`src/rtl/text_pkg.sv`:
```
// Shared text-mode constants and the character RAM address packing helper
// used by both the renderer and the text writers.
package text_pkg;
  localparam int CELL_W      = 8;
  localparam int CELL_H      = 16;
  localparam int ADDR_W      = 11;
  localparam int FONT_ADDR_W = 12;
  localparam int LIN_W       = 5;
  localparam int COL_W       = 6;
  localparam logic [7:0] BLANK_CODE = 8'h20;

  function automatic logic [ADDR_W-1:0] pack_addr(input logic [LIN_W-1:0] lin,
                                                  input logic [COL_W-1:0] col);
    return {lin, col};
  endfunction
endpackage

```
`src/rtl/text_blink.sv`:
```
// Cursor blink phase: counts frame strobes and toggles o_blink_on every
// BLINK_FRAMES frames.
module text_blink #(
  parameter int BLINK_FRAMES = 30
) (
  input  logic i_clk,
  input  logic i_rst,
  input  logic i_frame,
  output logic o_blink_on
);
  localparam logic [5:0] LAST_CNT = 6'(BLINK_FRAMES - 1);

  logic       r_armed;
  logic [5:0] r_frame_cnt;
  logic       r_blink_on;

  // r_armed stays low through the reset-release edge so a strobe there is dropped.
  always_ff @(posedge i_clk or posedge i_rst) begin
    if (i_rst) begin
      r_armed     <= 1'b0;
      r_frame_cnt <= '0;
      r_blink_on  <= 1'b0;
    end else begin
      r_armed <= 1'b1;
      if (i_frame && r_armed) begin
        if (r_frame_cnt == LAST_CNT) begin
          r_frame_cnt <= '0;
          r_blink_on  <= ~r_blink_on;
        end else begin
          r_frame_cnt <= r_frame_cnt + 6'd1;
        end
      end
    end
  end

  assign o_blink_on = r_blink_on;
endmodule

```
`src/rtl/text_render.sv`:
```
// Text-mode renderer: raster position -> character RAM -> font ROM -> pixel,
// three registered stages with sync/active carried alongside.
module text_render
  import text_pkg::*;
#(
  parameter int COLS         = 60,
  parameter int LINES        = 17,
  parameter int BLINK_FRAMES = 30
) (
  input  logic                   i_clk,
  input  logic                   i_rst,
  input  logic [9:0]             i_x,
  input  logic [9:0]             i_y,
  input  logic                   i_active,
  input  logic                   i_hsync,
  input  logic                   i_vsync,
  input  logic                   i_frame,
  input  logic                   i_cursor_en,
  input  logic [5:0]             i_cursor_col,
  input  logic [4:0]             i_cursor_lin,
  output logic [ADDR_W-1:0]      o_char_addr,
  input  logic [7:0]             i_char_data,
  output logic [FONT_ADDR_W-1:0] o_font_addr,
  input  logic [7:0]             i_font_data,
  output logic                   o_pixel,
  output logic                   o_hsync,
  output logic                   o_vsync,
  output logic                   o_active
);
  localparam int BIT_W = $clog2(CELL_W);
  localparam int ROW_W = $clog2(CELL_H);
  localparam logic [ROW_W-1:0] UL_ROW = ROW_W'(CELL_H - 2);

  if (COLS < 1 || COLS > 64) begin : g_cols_check
    $error("text_render: COLS must be in 1..64");
  end
  if (LINES < 1 || LINES > 32) begin : g_lines_check
    $error("text_render: LINES must be in 1..32");
  end
  if (BLINK_FRAMES < 1 || BLINK_FRAMES > 63) begin : g_blink_check
    $error("text_render: BLINK_FRAMES must be in 1..63");
  end

  // Free-running stream: one pixel accepted and one produced every cycle, no stalls.
  logic [9-BIT_W:0]      w_col;
  logic [9-ROW_W:0]      w_lin;
  logic                  w_in_text;
  logic                  w_cursor_hit;
  logic [7:0]            w_code;
  logic                  w_blink_on;
  logic                  w_glyph_bit;
  logic                  w_px;

  assign w_col     = i_x[9:BIT_W];
  assign w_lin     = i_y[9:ROW_W];
  assign w_in_text = i_active && (w_col < (10-BIT_W)'(COLS)) && (w_lin < (10-ROW_W)'(LINES));
  assign w_cursor_hit = i_cursor_en && w_in_text &&
                        (w_col == (10-BIT_W)'(i_cursor_col)) &&
                        (w_lin == (10-ROW_W)'(i_cursor_lin));

  // S0 registers
  logic [ADDR_W-1:0] r_char_addr;
  logic [ROW_W-1:0]  r_row0;
  logic [BIT_W-1:0]  r_bit0;
  logic              r_in0;
  logic              r_cur0;
  logic [2:0]        r_side0;
  // S1 registers
  logic [FONT_ADDR_W-1:0] r_font_addr;
  logic [ROW_W-1:0]       r_row1;
  logic [BIT_W-1:0]       r_bit1;
  logic                   r_in1;
  logic                   r_cur1;
  logic [2:0]             r_side1;
  // S2 registers
  logic       r_pixel;
  logic [2:0] r_side2;

  // Control codes have no glyphs of their own; they render as a space.
  assign w_code      = (i_char_data < BLANK_CODE) ? BLANK_CODE : i_char_data;
  assign w_glyph_bit = i_font_data[3'd7 - r_bit1];
  assign w_px        = (r_in1 & w_glyph_bit) ^ (r_cur1 & w_blink_on & (r_row1 >= UL_ROW));

  always_ff @(posedge i_clk or posedge i_rst) begin
    if (i_rst) begin
      r_char_addr <= '0;
      r_row0      <= '0;
      r_bit0      <= '0;
      r_in0       <= 1'b0;
      r_cur0      <= 1'b0;
      r_side0     <= '0;
      r_font_addr <= '0;
      r_row1      <= '0;
      r_bit1      <= '0;
      r_in1       <= 1'b0;
      r_cur1      <= 1'b0;
      r_side1     <= '0;
      r_pixel     <= 1'b0;
      r_side2     <= '0;
    end else begin
      if (w_in_text) begin
        r_char_addr <= pack_addr(w_lin[LIN_W-1:0], w_col[COL_W-1:0]);
      end
      r_row0  <= i_y[ROW_W-1:0];
      r_bit0  <= i_x[BIT_W-1:0];
      r_in0   <= w_in_text;
      r_cur0  <= w_cursor_hit;
      r_side0 <= {i_hsync, i_vsync, i_active};

      r_font_addr <= {w_code, r_row0};
      r_row1      <= r_row0;
      r_bit1      <= r_bit0;
      r_in1       <= r_in0;
      r_cur1      <= r_cur0;
      r_side1     <= r_side0;

      r_pixel <= w_px & r_side1[0];
      r_side2 <= r_side1;
    end
  end

  text_blink #(
    .BLINK_FRAMES(BLINK_FRAMES)
  ) u_blink (
    .i_clk      (i_clk),
    .i_rst      (i_rst),
    .i_frame    (i_frame),
    .o_blink_on (w_blink_on)
  );

  assign o_char_addr = r_char_addr;
  assign o_font_addr = r_font_addr;
  assign o_pixel     = r_pixel;
  assign o_hsync     = r_side2[2];
  assign o_vsync     = r_side2[1];
  assign o_active    = r_side2[0];
endmodule

```
`config.mk`:
```
export PLATFORM = sky130hd
export DESIGN_NAME = text_render
export DESIGN_NICKNAME = d
export VERILOG_FILES = /design/src/rtl/text_pkg.sv /design/src/rtl/text_blink.sv /design/src/rtl/text_render.sv
export SDC_FILE = /design/constraint.sdc
export NUM_CORES = 1
export LEC_CHECK = 0
export ABC_AREA = 1
export ABC_CLOCK_PERIOD_IN_PS = 2500
export BUFFER_PORTS_ARGS = -buffer_cell sky130_fd_sc_hd__buf_2
export CORE_MARGIN = 1.5
export CORE_UTILIZATION = 35
export DETAILED_ROUTE_END_ITERATION = 16
export GPL_ROUTABILITY_DRIVEN = 0
export PLACE_DENSITY_LB_ADDON = 0.05
export SETUP_SLACK_MARGIN = 0.2
export SLEW_MARGIN = 5
export SYNTH_ARGS = -nofsm -noshare
export SYNTH_HDL_FRONTEND = slang
export SYNTH_SLANG_ARGS = --single-unit
```
`constraint.sdc`:
```
create_clock -name i_clk -period 2.5 [get_ports i_clk]
set_input_delay 0.125 -clock i_clk [delete_from_list [all_inputs] [get_ports i_clk]]
set_output_delay 0.125 -clock i_clk [all_outputs]
set_load 0.02 [all_outputs]
```
==> flow_metrics.env <==
export IMPL_yosys_area_top_type="dfrtp_1"
export IMPL_peakVddDrop_uv=309
export IMPL_status="finished clean"
export IMPL_num_antenna_cells=0
export IMPL_power_density_mw_per_mm2=717
export IMPL_yosysWarnings=0
export IMPL_yosysUniqueCellTypes=22
export IMPL_finalMaxSlewViolations=0
export IMPL_netlist_area_mm2=0.00208
export IMPL_final_min_clock_period_ps=1570
export IMPL_antenna_found_initial=0
export IMPL_synthTopCellsByArea="dfrtp_1, nand2_1, inv_1"
export IMPL_instances_no_fill=373
export IMPL_drt_total_wl_um=3970
export IMPL_cts_resized=0
export IMPL_stdcell_area_mm2=0.00282
export IMPL_critPathMaxFanout=13
export IMPL_fp_dieW_um=80.1
export IMPL_clock_sinks=55
export IMPL_dr_first_iter_drc_count=68
export IMPL_placed_area_mm2=0.00257
export IMPL_clock_path_buffers=2
export IMPL_clock_skew_ps=5.42
export IMPL_synth_cells=203
export IMPL_crit_chain="dlygate4sd3_1, buf_2, nand3_1, a41oi_1, nand2_1, inv_2, nand2_1, nand2_1"
export IMPL_die_h_um=80.1
export IMPL_synth_avg_cell_area_um2=10.3
export IMPL_place_port_buffers=80
export IMPL_grt_max_degree=56
export IMPL_critPathMaxStageDelay_ps=520
export IMPL_power_leakage_nw=1.53
export IMPL_die_area_mm2=0.00642
export IMPL_postCtsSetupBuffers=0
export IMPL_period_share_pct=62.9
export IMPL_start_util_pct=37.1
export IMPL_fin_nets=356
export IMPL_place_inst=352
export IMPL_required_ps=2740
export IMPL_drive_gt1_share_pct=30.9
export IMPL_ios=81
export IMPL_post_drt_wl_per_cell_um=10.6
export IMPL_postRouteAntennaNets=0
export IMPL_grt_overflow_total=0
export IMPL_vias=1560
export IMPL_synth_top_area_share_pct=66.1
export IMPL_first_pass_iters=4
export IMPL_path_class="primary input to flop"
export IMPL_vias_per_cell=4.18
export IMPL_dpl_hpwl_um=2870
export IMPL_startpoint_type="primary input"
export IMPL_cts_buffers_inserted=5
export IMPL_synthToLayoutAreaGrowth_pct=35.3
export IMPL_rsz0062_at_grt="false"
export IMPL_cp_arrival_ps=1810
export IMPL_ys_ff_latch=55
export IMPL_cts_tree="yes"
export IMPL_root_buffer="clkbuf_8"
export IMPL_path_clk_slew_ps=90
export IMPL_rows=27
export IMPL_crit_path_top_delay_cell="dlygate4sd3_1"
export IMPL_grt_pass1_wl_um=6530
export IMPL_cts_hold_buf=13
export IMPL_setup_viol=0
export IMPL_max_freq_mhz=636
export IMPL_cp_common_cell="nand2_1"
export IMPL_clock_latency_ps=300
export IMPL_first_global_vias=1492
export IMPL_coreArea_mm2=0.00561
export IMPL_drc=0
export IMPL_ys_seq_area_share_pct=66.1
export IMPL_max_cap_violations=0
export IMPL_fin_tns_setup_ps=0
export IMPL_htree_levels=2
export IMPL_hold_class="primary input to flop"
export IMPL_end_kind="flop"
export IMPL_syn_num_nets=259
export IMPL_hold_violations=0
export IMPL_gr_usage_all_layers_pct=13.3
==> report_power, final <==
| part | switching, W | internal [W] |
|---|---|---|
| Clock | 0.000268 | 0.000324 |
| Sequential | 0.0000653 | 0.000997 |
| Combinational | 0.000211 | 0.000153 |
==> cells in the final DEF (no fill, tap or decap) <==
cell type / instances
dfrtp_1: 55
dlygate4sd3_1: 13
conb_1: 1
or2_1: 1
o21ai_0: 5
nor3_1: 4
a41oi_1: 1
o31ai_2: 1
nand3b_1: 2
bufinv_16: 1
a21oi_1: 2
ha_1: 2
nor2_1: 16
or2_2: 1
nand2_1: 55
nand3_1: 11
buf_2: 80
nand4_1: 2
clkbuf_8: 6
xor2_1: 6
xnor2_1: 7
buf_12: 1
inv_1: 25
clkinv_2: 1
inv_2: 2
==> stage by stage <==
step | worst slack, ps | power (W) | hold slack (ps) | utilization [%]
after floorplan | 1030 | 0.00129 | 156 | -
after global placement | 1100 | 0.00143 | 205 | 45.8
after detailed placement | 1020 | 0.00143 | 199 | 45.8
after CTS | 915 | 0.00205 | 4.46 | 50.2
after global routing | 752 | 0.00215 | 12.4 | 50.2
final | 928 | 0.00202 | 21.5 | 50.2
==> flip-flops by register name, indices dropped and copies added, names as in the netlist <==
name,count
o_char_addr,11
o_font_addr,9
o_pixel,1
r_bit0,3
r_bit1,3
r_cur0,1
r_cur1,1
r_in0,1
r_in1,1
r_row0,4
r_row1,3
r_side0,3
r_side1,3
r_side2,3
u_blink.o_blink_on,1
u_blink.r_armed,1
u_blink.r_frame_cnt,6
==> cells by family (layout without fill, tap and decap cells) <==
kind of cell	Yosys count	in the layout	synth area share, %
and+or+nand+nor	92	92	18.3
DFF	55	55	66.1
buffers and inverters	31	129	6.01
xor gates and xnor gates	13	13	5.47
AOI/OAI and AO/OA	9	9	2.70
adders and majority gates	2	2	1.20
other	1	1	0.180
==> worst paths after layout <==
check                      cells past startpoint  slack [ps]                     end                    from
max                                            8         930          o_char_addr[6]                i_active
min                                            3          20          o_font_addr[9]          i_char_data[5]
max reg2reg                                    7        1200  u_blink.r_frame_cnt[5]  u_blink.r_frame_cnt[1]
min reg2reg                                    0         350                  r_cur1                  r_cur0
max in group asynchronous                      4        1860              r_side0[1]                   i_rst
min in group asynchronous                      4         410              r_side2[0]                   i_rst
==> cell type report <==
cell class                 count  area (um2)
clock inverter                 2        35.0
inverter                      27         101
tap                           72        90.1
sequential                    55        1380
timing repair buffer          94         551
fill                         555        2790
clock buffer                   6        82.6
multi-input combinational    117         581
==> Yosys cell counts (all sizes together) <==
cell type,count
xor2,6
ha,2
nor2,16
nand3,11
nand4,2
a41oi,1
a21oi,2
nand2,55
o21ai,5
dfrtp,55
xnor2,7
buf,2
nand3b,2
or2,2
conb,1
nor3,4
o31ai,1
inv,27
clkbuf,2
==> worst max-delay path: cells and delay by family <==
kind / cells / cell delay (ps)
and+or+nand+nor: 4 / 560
AOI/OAI and AO/OA: 1 / 200
buffers and inverters: 3 / 930
==> per-layer routing <==
| metal | share of wire, % | GRT usage, % | wire length, um | up-vias |
|---|---|---|---|---|
| met1 | 45 | 17.2 | 1770 | 704 |
| li1 | - | - | - | 807 |
| met3 | 4.7 | 3.30 | 187 | 6 |
| met2 | 49 | 21.4 | 1950 | 43 |
| met5 | 0 | 0 | 0 | - |
| met4 | 1.6 | 5.17 | 62 | 0 |
Power figures use the tool's default switching activity.
